<file path="src/rtl/pcie_sq_rx_req.sv">
// SQ-entry fetch request generator: splits "fetch N entries" commands into
// single 64-byte PCIe memory reads, issuing only when a tag and a FIFO slot are free.
module pcie_sq_rx_req #(
  parameter int         C_PCIE_ADDR_WIDTH  = 36,
  parameter int         P_FIFO_DEPTH_WIDTH = 4,
  parameter logic [4:0] P_TAG_PREFIX       = 5'b00000
) (
  input  logic                            pcie_user_clk,
  input  logic                            pcie_user_rst_n,
  input  logic                            sq_fetch_req,
  input  logic [C_PCIE_ADDR_WIDTH-7:0]    sq_fetch_addr,
  input  logic [3:0]                      sq_fetch_cnt,
  output logic                            sq_fetch_ack,
  output logic                            sq_fetch_done,
  output logic                            tx_mrd_req,
  output logic [C_PCIE_ADDR_WIDTH-3:0]    tx_mrd_addr,
  output logic [9:0]                      tx_mrd_len,
  output logic [7:0]                      tx_mrd_tag,
  input  logic                            tx_mrd_req_ack,
  output logic                            pcie_tag_alloc,
  output logic [7:0]                      pcie_alloc_tag,
  output logic                            pcie_tag_alloc_len,
  input  logic                            pcie_tag_full_n,
  input  logic [P_FIFO_DEPTH_WIDTH:0]     rear_full_addr,
  input  logic [P_FIFO_DEPTH_WIDTH:0]     fifo_front_addr
);

  typedef enum logic [1:0] {
    S_IDLE  = 2'd0,
    S_CHECK = 2'd1,
    S_REQ   = 2'd2,
    S_DONE  = 2'd3
  } state_t;

  localparam logic [C_PCIE_ADDR_WIDTH-7:0] LP_ADDR_ONE = {{(C_PCIE_ADDR_WIDTH-7){1'b0}}, 1'b1};

  state_t                          r_state;
  logic [C_PCIE_ADDR_WIDTH-7:0]    r_addr;
  logic [3:0]                      r_cnt;
  logic [2:0]                      r_tag;
  logic                            r_ack;
  logic                            r_done;
  logic                            r_req;

  logic [P_FIFO_DEPTH_WIDTH:0]     w_occupancy;
  logic                            w_slot_free;

  // Modular pointer difference absorbs the wrap bit; a free slot means occupancy < 2^W.
  assign w_occupancy = rear_full_addr - fifo_front_addr;
  assign w_slot_free = (w_occupancy[P_FIFO_DEPTH_WIDTH] == 1'b0);

  // Command sequencing and registered handshake outputs.
  always_ff @(posedge pcie_user_clk or negedge pcie_user_rst_n) begin
    if (!pcie_user_rst_n) begin
      r_state <= S_IDLE;
      r_addr  <= '0;
      r_cnt   <= 4'd0;
      r_tag   <= 3'd0;
      r_ack   <= 1'b0;
      r_done  <= 1'b0;
      r_req   <= 1'b0;
    end else begin
      r_ack  <= 1'b0;
      r_done <= 1'b0;
      case (r_state)
        S_IDLE: begin
          if (sq_fetch_req) begin
            r_ack   <= 1'b1;
            r_addr  <= sq_fetch_addr;
            r_cnt   <= sq_fetch_cnt;
            r_state <= (sq_fetch_cnt == 4'd0) ? S_DONE : S_CHECK;
          end else begin
            r_state <= S_IDLE;
          end
        end
        // Re-entered after every issue so the tag manager's registered status is seen fresh.
        S_CHECK: begin
          if (pcie_tag_full_n && w_slot_free) begin
            r_req   <= 1'b1;
            r_state <= S_REQ;
          end else begin
            r_state <= S_CHECK;
          end
        end
        S_REQ: begin
          if (tx_mrd_req_ack) begin
            r_req   <= 1'b0;
            r_tag   <= r_tag + 3'd1;
            r_addr  <= r_addr + LP_ADDR_ONE;
            r_cnt   <= r_cnt - 4'd1;
            r_state <= (r_cnt == 4'd1) ? S_DONE : S_CHECK;
          end else begin
            r_state <= S_REQ;
          end
        end
        S_DONE: begin
          r_done  <= 1'b1;
          r_state <= S_IDLE;
        end
        default: begin
          r_req   <= 1'b0;
          r_state <= S_IDLE;
        end
      endcase
    end
  end

  assign sq_fetch_ack       = r_ack;
  assign sq_fetch_done      = r_done;
  assign tx_mrd_req         = r_req;
  assign tx_mrd_addr        = {r_addr, 4'b0000};
  assign tx_mrd_len         = 10'd16;
  assign tx_mrd_tag         = {P_TAG_PREFIX, r_tag};
  assign pcie_alloc_tag     = {P_TAG_PREFIX, r_tag};
  assign pcie_tag_alloc_len = 1'b1;
  // Allocation coincides with the TX acceptance so the tag manager sees it in the same cycle.
  assign pcie_tag_alloc     = (r_state == S_REQ) && tx_mrd_req_ack;

endmodule
</file>
<file path="config.mk">
export PLATFORM = sky130hd
export DESIGN_NAME = pcie_sq_rx_req
export DESIGN_NICKNAME = d
export VERILOG_FILES = /design/src/rtl/pcie_sq_rx_req.sv
export SDC_FILE = /design/constraint.sdc
export NUM_CORES = 1
export LEC_CHECK = 0
export BUFFER_PORTS_ARGS = -buffer_cell sky130_fd_sc_hd__buf_2
export CAP_MARGIN = 10
export CELL_PAD_IN_SITES_DETAIL_PLACEMENT = 0
export CELL_PAD_IN_SITES_GLOBAL_PLACEMENT = 1
export CORE_MARGIN = 2
export CORE_UTILIZATION = 38
export DETAILED_ROUTE_END_ITERATION = 6
export PLACE_DENSITY = 0.83
export SKIP_CTS_REPAIR_TIMING = 1
export SLEW_MARGIN = 0
export SYNTH_ARGS = -nofsm -noshare
export SYNTH_HDL_FRONTEND = slang
export SYNTH_SLANG_ARGS = --single-unit
</file>
<file path="constraint.sdc">
create_clock -name pcie_user_clk -period 4.1 [get_ports pcie_user_clk]
set_input_delay 0.205 -clock pcie_user_clk [delete_from_list [all_inputs] [get_ports pcie_user_clk]]
set_output_delay 0.205 -clock pcie_user_clk [all_outputs]
set_load 0.01 [all_outputs]
</file>
Word level (Yosys, flattened, before mapping):

Cells that the tools add are included.

* flip-flop bits (word level): 42
* bits of input ports: 49
* logic and storage cells: 46
* output and inout port bits: 65

* add/subtract/negate cells: 4
* equality and inequality tests: 7
* reduce and logical (&&, ||, !) cells: 9
* muxes and demuxes: 18
* bitwise logic cells: 1

Operators with widths (count)
* $mux W30: 2
* $pmux W30 S2: 1
* $add A30 B1 Y30 const B: 1
* $mux W2: 5
* $mux W4: 2
* $pmux W2 S4: 1
* $pmux W4 S2: 1
* $ne A2 B2 Y1 const B: 3
* $reduce_and A3 Y1: 2
* $mux W1: 5
* $sub A5 B5 Y5: 1
* $eq A2 B2 Y1 const B: 2
* $eq A4 B1 Y1 const B: 1
* $logic_not A4 Y1: 1
* $reduce_bool A2 Y1: 2
* $sub A4 B1 Y4 const B: 1
* $add A3 B1 Y3 const B: 1
* $eq A2 B1 Y1 const B: 1
* $logic_and A1 B1 Y1: 2
* $logic_not A2 Y1: 1
* $pmux W1 S2: 1
* $reduce_and A2 Y1: 1
* $not A1 Y1: 1

Longest topological paths before layout:

Gate-level depths: netlist of run 1.

* word-level depth: 5
* depth in mapped cells: 8
* mapped depth without buffers: 6

Least setup slack after synthesis of run 1:

Ideal clock, no wire load.

* path kind: register to register
* start point: register r_addr[7]
* end point: register r_addr[27]
* slack: 2.436 ns
* stages on the path, launching flop included: 8
* path buffers: 2
* clock period less this slack: 1.664 ns
* setup time: 0.132 ns
* required time: 3.968 ns
* arrival: 1.532 ns
* path through: dfrtp_1 and3_4 and3_1 buf_6 and3_1 buf_4 a211oi_1 a211oi_2

* longest elaborated chain between the ends: 3

Ends and longest elaborated chain
* start, declared: line 38 `logic [C_PCIE_ADDR_WIDTH-7:0] r_addr;`
* start signal, assigned: line 69 `r_addr <= sq_fetch_addr;`
* start signal, assigned: line 89 `r_addr <= r_addr + LP_ADDR_ONE;`
* $add A30 B1 Y30: line 89
* $mux W30: line 86 `if (tx_mrd_req_ack) begin`
* $pmux W30 S2: line 65 `case (r_state)`

No other way between the ends. The select of a mux whose other input is x is not followed.
A chain may end at the register's enable or synchronous reset.

Worst setup path in the final report of run 1:

* start point: register r_state[0]
* end point: output port pcie_tag_alloc

* longest elaborated chain between the ends: 2

Ends and longest elaborated chain
* start, declared: line 37 `state_t r_state;`
* start signal, assigned: line 71 `r_state <= (sq_fetch_cnt == 4'd0) ? S_DONE : S_CHECK;`
* start signal, assigned: line 91 `r_state <= (r_cnt == 4'd1) ? S_DONE : S_CHECK;`
* $eq A2 B2 Y1: line 117 `assign pcie_tag_alloc = (r_state == S_REQ) && tx_mrd_req_ack;`
* $logic_and A1 B1 Y1: line 117
* end, declared: line 20 `output logic pcie_tag_alloc,`

No other way between the ends.

==> impl_metrics.csv, run 1 <==
group,metric,value,unit
status,status,"finished clean",
power,comb_power_share,48.4,%
critical_path,cp_num_buf_inv,2,
cells_and_area,num-fill-cells,756,
global_route,grt_pass1_wl,12400,um
die,io_pins,114,
cells_and_area,layout_commonest_cell,"buf_2",
power,power_leakage,1.52,nW
critical_path,timing.rr.start,"r_state[1]",
power,p_per_area,668,nW/um^2
sta,fmax,434,MHz
global_route,grt_util_all_layers,18.3,%
cells_and_area,syn_to_final_growth,15.3,%
place,io_buffers,88,
global_route,first_global_vias,2546,
sta,fin_crit_sh,56.1,%
logic_synthesis,ys_ff_latch,42,
logic_synthesis,synth_edf_count,0,
cells_and_area,final_nets,474,
min_path,hold_class,"input port to async pin",
sta,drv_slew,0,
cells_and_area,post-route-util,45.8,%
global_route,grt_overflow_total,0,
critical_path,reg2reg_to,"r_addr[15]",
logic_synthesis,async_flop_share,100,%
route,drt-total-wl,7750,um
cells_and_area,drive_gt1_share,26.7,%
critical_path,cpMaxStageDelayCell,"and2b_1",
place,hpwl,5550,um
global_route,antenna_found_initial,0,
sta,hold_viol,0,
critical_path,rr_worst_depth,5,
cells_and_area,register_area,1050,um^2
sta,setup_tns,0,ns
cells_and_area,insertedDiodeCount,0,
power,pwr-share-clk,12.6,%
clock_network,cts.sink_count,42,
cells_and_area,finalInstanceArea,3360,um^2
logic_synthesis,yosys.cell_types.count,54,
logic_synthesis,yosysSeqAreaShare,36.1,%
die,dieWidth,91.5,um
clock_network,clk_pin_slew,0.08,ns
clock_network,root_buffer,"clkbuf_8",
critical_path,reg2reg_slack,1.89,ns
route,vias,2732,
sta,worst_slack,1.80,ns
critical_path,start_kind,"flop",
route,drcViolationCount,0,
sta,min_period,2.30,ns
logic_synthesis,synthFlopType,"dfrtp_1",
place,pre_cts_ws,1.92,ns
power,p_int,0.00121,W
clock_network,clk_latency,0.30,ns
global_route,grt_max_degree,43,
power,switching_share,46.1,%
critical_path,path_cells,"and2b_1 -> nand2_1 -> inv_1 -> buf_2",
die,die_area,8380,um^2
sta,slew_headroom,25.1,%
clock_network,htree_levels,2,
place,gp_congestion,0.846,
route,drtIter0Drc,116,
critical_path,max_stage_delay,0.65,ns
die,start_util,39.7,%
die,coreArea,7330,um^2
place,placed_area,3270,um^2
die,die_h,91.5,um
route,wire_per_inst,15.0,um
clock_network,cts_tree,"done",
critical_path,arrival,2.10,ns
logic_synthesis,avgSynthCellArea,8.41,um^2
critical_path,criticalPathCategory,"flop to primary output",
route,viasPerCell,5.27,
power,ir_drop,0.206,mV
logic_synthesis,syn_inst,346,
critical_path,required,3.89,ns
critical_path,critical_path.endpoint_type,"primary output",
logic_synthesis,synth.cell_area,2910,um^2
logic_synthesis,ys_warn_count,0,
sta,clock_skew,0.00703,ns
clock_network,cts-buffers-inserted,5,
power,p_seq_share,39.0,%
power,switchingPower,0.00103,W
sta,worst_pin_slew,1.12,ns
cells_and_area,multi_input_area,1580,um^2
sta,rsz0062_at_grt,"false",
route,detail_route.first_pass.iterations,4,
critical_path,crit_family,"simple AND/OR/NAND/NOR gates",
power,p_total,0.00224,W
sta,setup_viol,0,
critical_path,crit_fanout,20,
cells_and_area,mostFrequentLayoutCells,"buf_2, dfrtp_1, nand2_1",
route,route.antenna.remaining_nets,0,
die,rows,31,
clock_network,clk_path_buf_depth,2,
run,max_cap_viol_count,0,
## flip-flops by register name, indices dropped and copies added (netlist names)
register	flops
r_addr	30
sq_fetch_ack	1
tx_mrd_req	1
r_state	2
r_tag	3
sq_fetch_done	1
r_cnt	4
## routing by layer
| metal | part of all wire (%) | up-vias | GRT usage [%] |
|---|---|---|---|
| li1 | - | 1356 | - |
| met1 | 46 | 1287 | 23.7 |
| met2 | 48 | 80 | 30.4 |
| met3 | 5.1 | 9 | 3.90 |
| met4 | 1.2 | 0 | 5.43 |
| met5 | 0 | - | 0 |
## cells in the mapped netlist, types with 4 or more instances
master,count,area (um^2)
ha_1,7,87.6
dfrtp_1,42,1050
nor2_1,18,67.6
inv_1,12,45.0
o22ai_1,13,81.3
a311oi_1,4,35.0
nand2_1,35,131
buf_4,30,225
and2_1,5,31.3
buf_2,12,60.1
a21oi_1,33,165
clkbuf_1,5,18.8
nor3_1,7,35.0
or3_1,8,50.1
nand2b_1,4,25.0
nand4_1,9,56.3
o21ai_0,19,95.1
and3_1,6,37.5
nand3_1,18,90.1
a2bb2oi_1,8,70.1
## per-stage QoR
step / hold slack [ns] / instances
finish: 0.0555 / 518
global route: 0.130 / 518
CTS: 0.0973 / 518
detailed placement: 0.424 / 510
global placement: 0.419 / 510
floorplan: -0.0906 / 369
## cell type report
cell class	instances	area share (%)
multi-input cells	266	47.1
inverters	12	1.34
clock buffers	7	2.57
flip-flops and latches	42	31.3
clock inverters	1	0.149
well taps	99	3.69
repair buffers	91	13.8
## power groups by stage
stage                     Combinational [W]  Clock, W  Sequential, W
after CTS                           0.00109  0.000292       0.000873
after global placement              0.00107         0       0.000870
after floorplan                    0.000714         0       0.000894
after detailed placement            0.00109         0       0.000879
final                               0.00109  0.000283       0.000873
after global routing                0.00121  0.000314       0.000908
## cell families (layout without fill, tap and decap cells)
| kind of cell | after synthesis | after routing | share of synthesized area, % |
|---|---|---|---|
| AOI/OAI and AO/OA | 100 | 100 | 22.2 |
| adders and majority gates | 7 | 7 | 3.01 |
| xor gates and xnor gates | 4 | 4 | 1.20 |
| buffers and inverters | 61 | 111 | 12.6 |
| muxes | 4 | 4 | 1.42 |
| and+or+nand+nor | 126 | 126 | 23.3 |
| DFF | 42 | 42 | 36.1 |
| other | 2 | 25 | 0.258 |
## worst max path at each step
stage                          start  depth (start not counted)  slack, ns             end
after floorplan            r_addr[7]                          7       2.44      r_addr[27]
after global placement    r_state[1]                          5       1.99      r_addr[27]
after CTS                 r_state[0]                          4       1.78  pcie_tag_alloc
final                     r_state[0]                          4       1.80  pcie_tag_alloc
after global routing      r_state[1]                          5       1.65      r_addr[15]
after detailed placement  r_state[1]                          5       1.92      r_addr[15]
Power figures use the tool's default switching activity.
==> run 2, diff against run 1 <==
--- a/config.mk
+++ b/config.mk
@@ -10,9 +10,9 @@
 export CELL_PAD_IN_SITES_DETAIL_PLACEMENT = 0
 export CELL_PAD_IN_SITES_GLOBAL_PLACEMENT = 1
 export CORE_MARGIN = 2
-export CORE_UTILIZATION = 38
+export CORE_UTILIZATION = 32
 export DETAILED_ROUTE_END_ITERATION = 6
-export PLACE_DENSITY = 0.83
+export PLACE_DENSITY = 0.74
 export SKIP_CTS_REPAIR_TIMING = 1
 export SLEW_MARGIN = 0
 export SYNTH_ARGS = -nofsm -noshare
==> constraint.sdc (replaced) <==
create_clock -name pcie_user_clk -period 1.95 [get_ports pcie_user_clk]
set_input_delay 0.0975 -clock pcie_user_clk [delete_from_list [all_inputs] [get_ports pcie_user_clk]]
set_output_delay 0.0975 -clock pcie_user_clk [all_outputs]
set_load 0.01 [all_outputs]
==> run 2 against run 1 <==
Net effect:
- power is 120% higher
- worst hold slack worse by 0.024 ns
- via count grew 2.7%
- sequential power up 100%
- register-to-register slack lost 1.8 ns
- clock skew increased by 0.0042 ns
- critical path type is now flop to flop
- largest cell class unchanged
- highest routed layer unchanged
==> impl_metrics.csv, run 2 (synthesis gave the netlist of run 1 again) <==
group,metric,value,unit
global_route,grt_util_all_layers,16.6,%
critical_path,criticalPathCategory,"flop to flop",
critical_path,arrival,2.03,ns
critical_path,crit_fanout,11,
clock_network,cts.sink_count,42,
sta,min_period,1.82,ns
die,start_util,33.2,%
global_route,busiest_layer,"met2",
run,max_cap_viol_count,0,
route,drcViolationCount,0,
die,dieWidth,99.4,um
clock_network,cts_tree,"done",
cells_and_area,final_nets,489,
critical_path,required,2.16,ns
power,power_leakage,1.60,nW
sta,rsz0062_at_grt,"false",
status,status,"finished clean",
sta,hold_viol,0,
place,io_buffers,88,
route,drt-total-wl,8200,um
critical_path,crit_family,"simple AND/OR/NAND/NOR gates",
sta,clock_skew,0.0112,ns
cells_and_area,regMostFlops,"r_addr",
cells_and_area,post-route-util,40.1,%
cells_and_area,largest_register_ffs,30,
cells_and_area,fin_cells,542,
place,gp_congestion,0.813,
critical_path,cpMaxStageDelayCell,"dfrtp_1",
global_route,grt_overflow_total,0,
critical_path,cp_num_buf_inv,0,
die,io_pins,114,
route,vias,2807,
global_route,grt_pass1_wl,13100,um
sta,slew_headroom,62.8,%
critical_path,start_kind,"flop",
clock_network,clk_path_buf_depth,2,
route,drtIter0Drc,164,
clock_network,htree_levels,2,
min_path,hold_start,"sq_fetch_addr[0]",
sta,setup_viol,0,
cells_and_area,top_regs,"r_addr (30), r_cnt (4), r_tag (3)",
place,hpwl,6110,um
route,detail_route.first_pass.iterations,4,
min_path,hold_class,"input port to flop",
die,die_h,99.4,um
sta,fin_crit_sh,93.1,%
cells_and_area,layout_commonest_cell,"buf_2",
route,wire_per_inst,15.1,um
global_route,grt_use_met1,22.4,%
critical_path,timing.rr.start,"r_addr[0]",
cells_and_area,drive_gt1_share,29.3,%
place,placedCellCount,533,
clock_network,clk_pin_slew,0.09,ns
critical_path,path_cells,"ha_1 -> nand2_1 -> nor2_4 -> nand3_4 -> or3_1 -> a221oi_2",
cells_and_area,insertedDiodeCount,0,
die,coreArea,8760,um^2
die,die_area,9870,um^2
power,p_total,0.00502,W
die,rows,34,
critical_path,cp-startpoint,"r_addr[0]",
global_route,grt_use_met3,3.51,%
global_route,antenna_found_initial,0,
global_route,first_global_vias,2645,
power,ir_drop,0.605,mV
cells_and_area,syn_to_final_growth,20.9,%
sta,fmax,551,MHz
sta,worst_pin_slew,0.558,ns
power,p_per_area,1430,nW/um^2
route,route.antenna.remaining_nets,0,
route,viasPerCell,5.18,
global_route,use_met2,27.8,%
sta,drv_slew,0,
cells_and_area,mostFrequentLayoutCells,"buf_2, dfrtp_1, nand2_1",
global_route,grt_max_degree,43,
clock_network,clk_latency,0.30,ns
clock_network,root_buffer,"clkbuf_8",
critical_path,critical_path.endpoint_type,"flop",
sta,setup_tns,0,ns
clock_network,cts-buffers-inserted,5,
sta,holdWs,0.0317,ns
critical_path,max_stage_delay,0.42,ns
-- run 2: cell type report --
| type | instances | area, um^2 |
|---|---|---|
| multi-input cells | 266 | 1580 |
| inverters | 12 | 45.0 |
| clock buffers | 5 | 68.8 |
| repair buffers | 106 | 591 |
| well taps | 108 | 135 |
| fillers | 901 | 5250 |
| flip-flops and latches | 42 | 1050 |
| clock inverters | 3 | 45.0 |
-- run 2: per-stage QoR --
step / cell area (um^2) / setup slack (ns)
2_1_floorplan: 3000 / 0.286
3_3_place_gp: 3390 / 0.211
3_5_place_dp: 3390 / 0.139
4_1_cts: 3510 / 0.108
5_1_grt: 3520 / 0.00728
6_report: 3520 / 0.134
-- run 2: worst paths after layout --
| path | to | slack [ns] | cells past startpoint |
|---|---|---|---|
| min reg2reg | r_tag[2] | 0.48 | 1 |
| max in group asynchronous | r_addr[2] | 1.15 | 3 |
| max | r_addr[24] | 0.13 | 6 |
| max reg2reg | r_addr[24] | 0.13 | 6 |
| min | r_addr[0] | 0.03 | 3 |
| min in group asynchronous | r_tag[2] | 0.40 | 3 |
-- run 2: layer usage --
layer  vias up  wire length [um]
met5         -                 0
met4         0                27
met3         2               514
met2        92              3970
met1      1333              3690
li1       1380                 -
-- run 2: worst min-delay path, delay by kind of cell --
family | cells | cell delay, ns
buffers and inverters | 1 | 0.08
AND/OR/NAND/NOR | 2 | 0.12
-- run 2: power by group --
part	internal [W]	total [W]	switching, W
clock	0.000382	0.000723	0.000341
sequential	0.00129	0.00176	0.000473
combinational	0.00109	0.00254	0.00144
total	0.00276	0.00502	0.00226
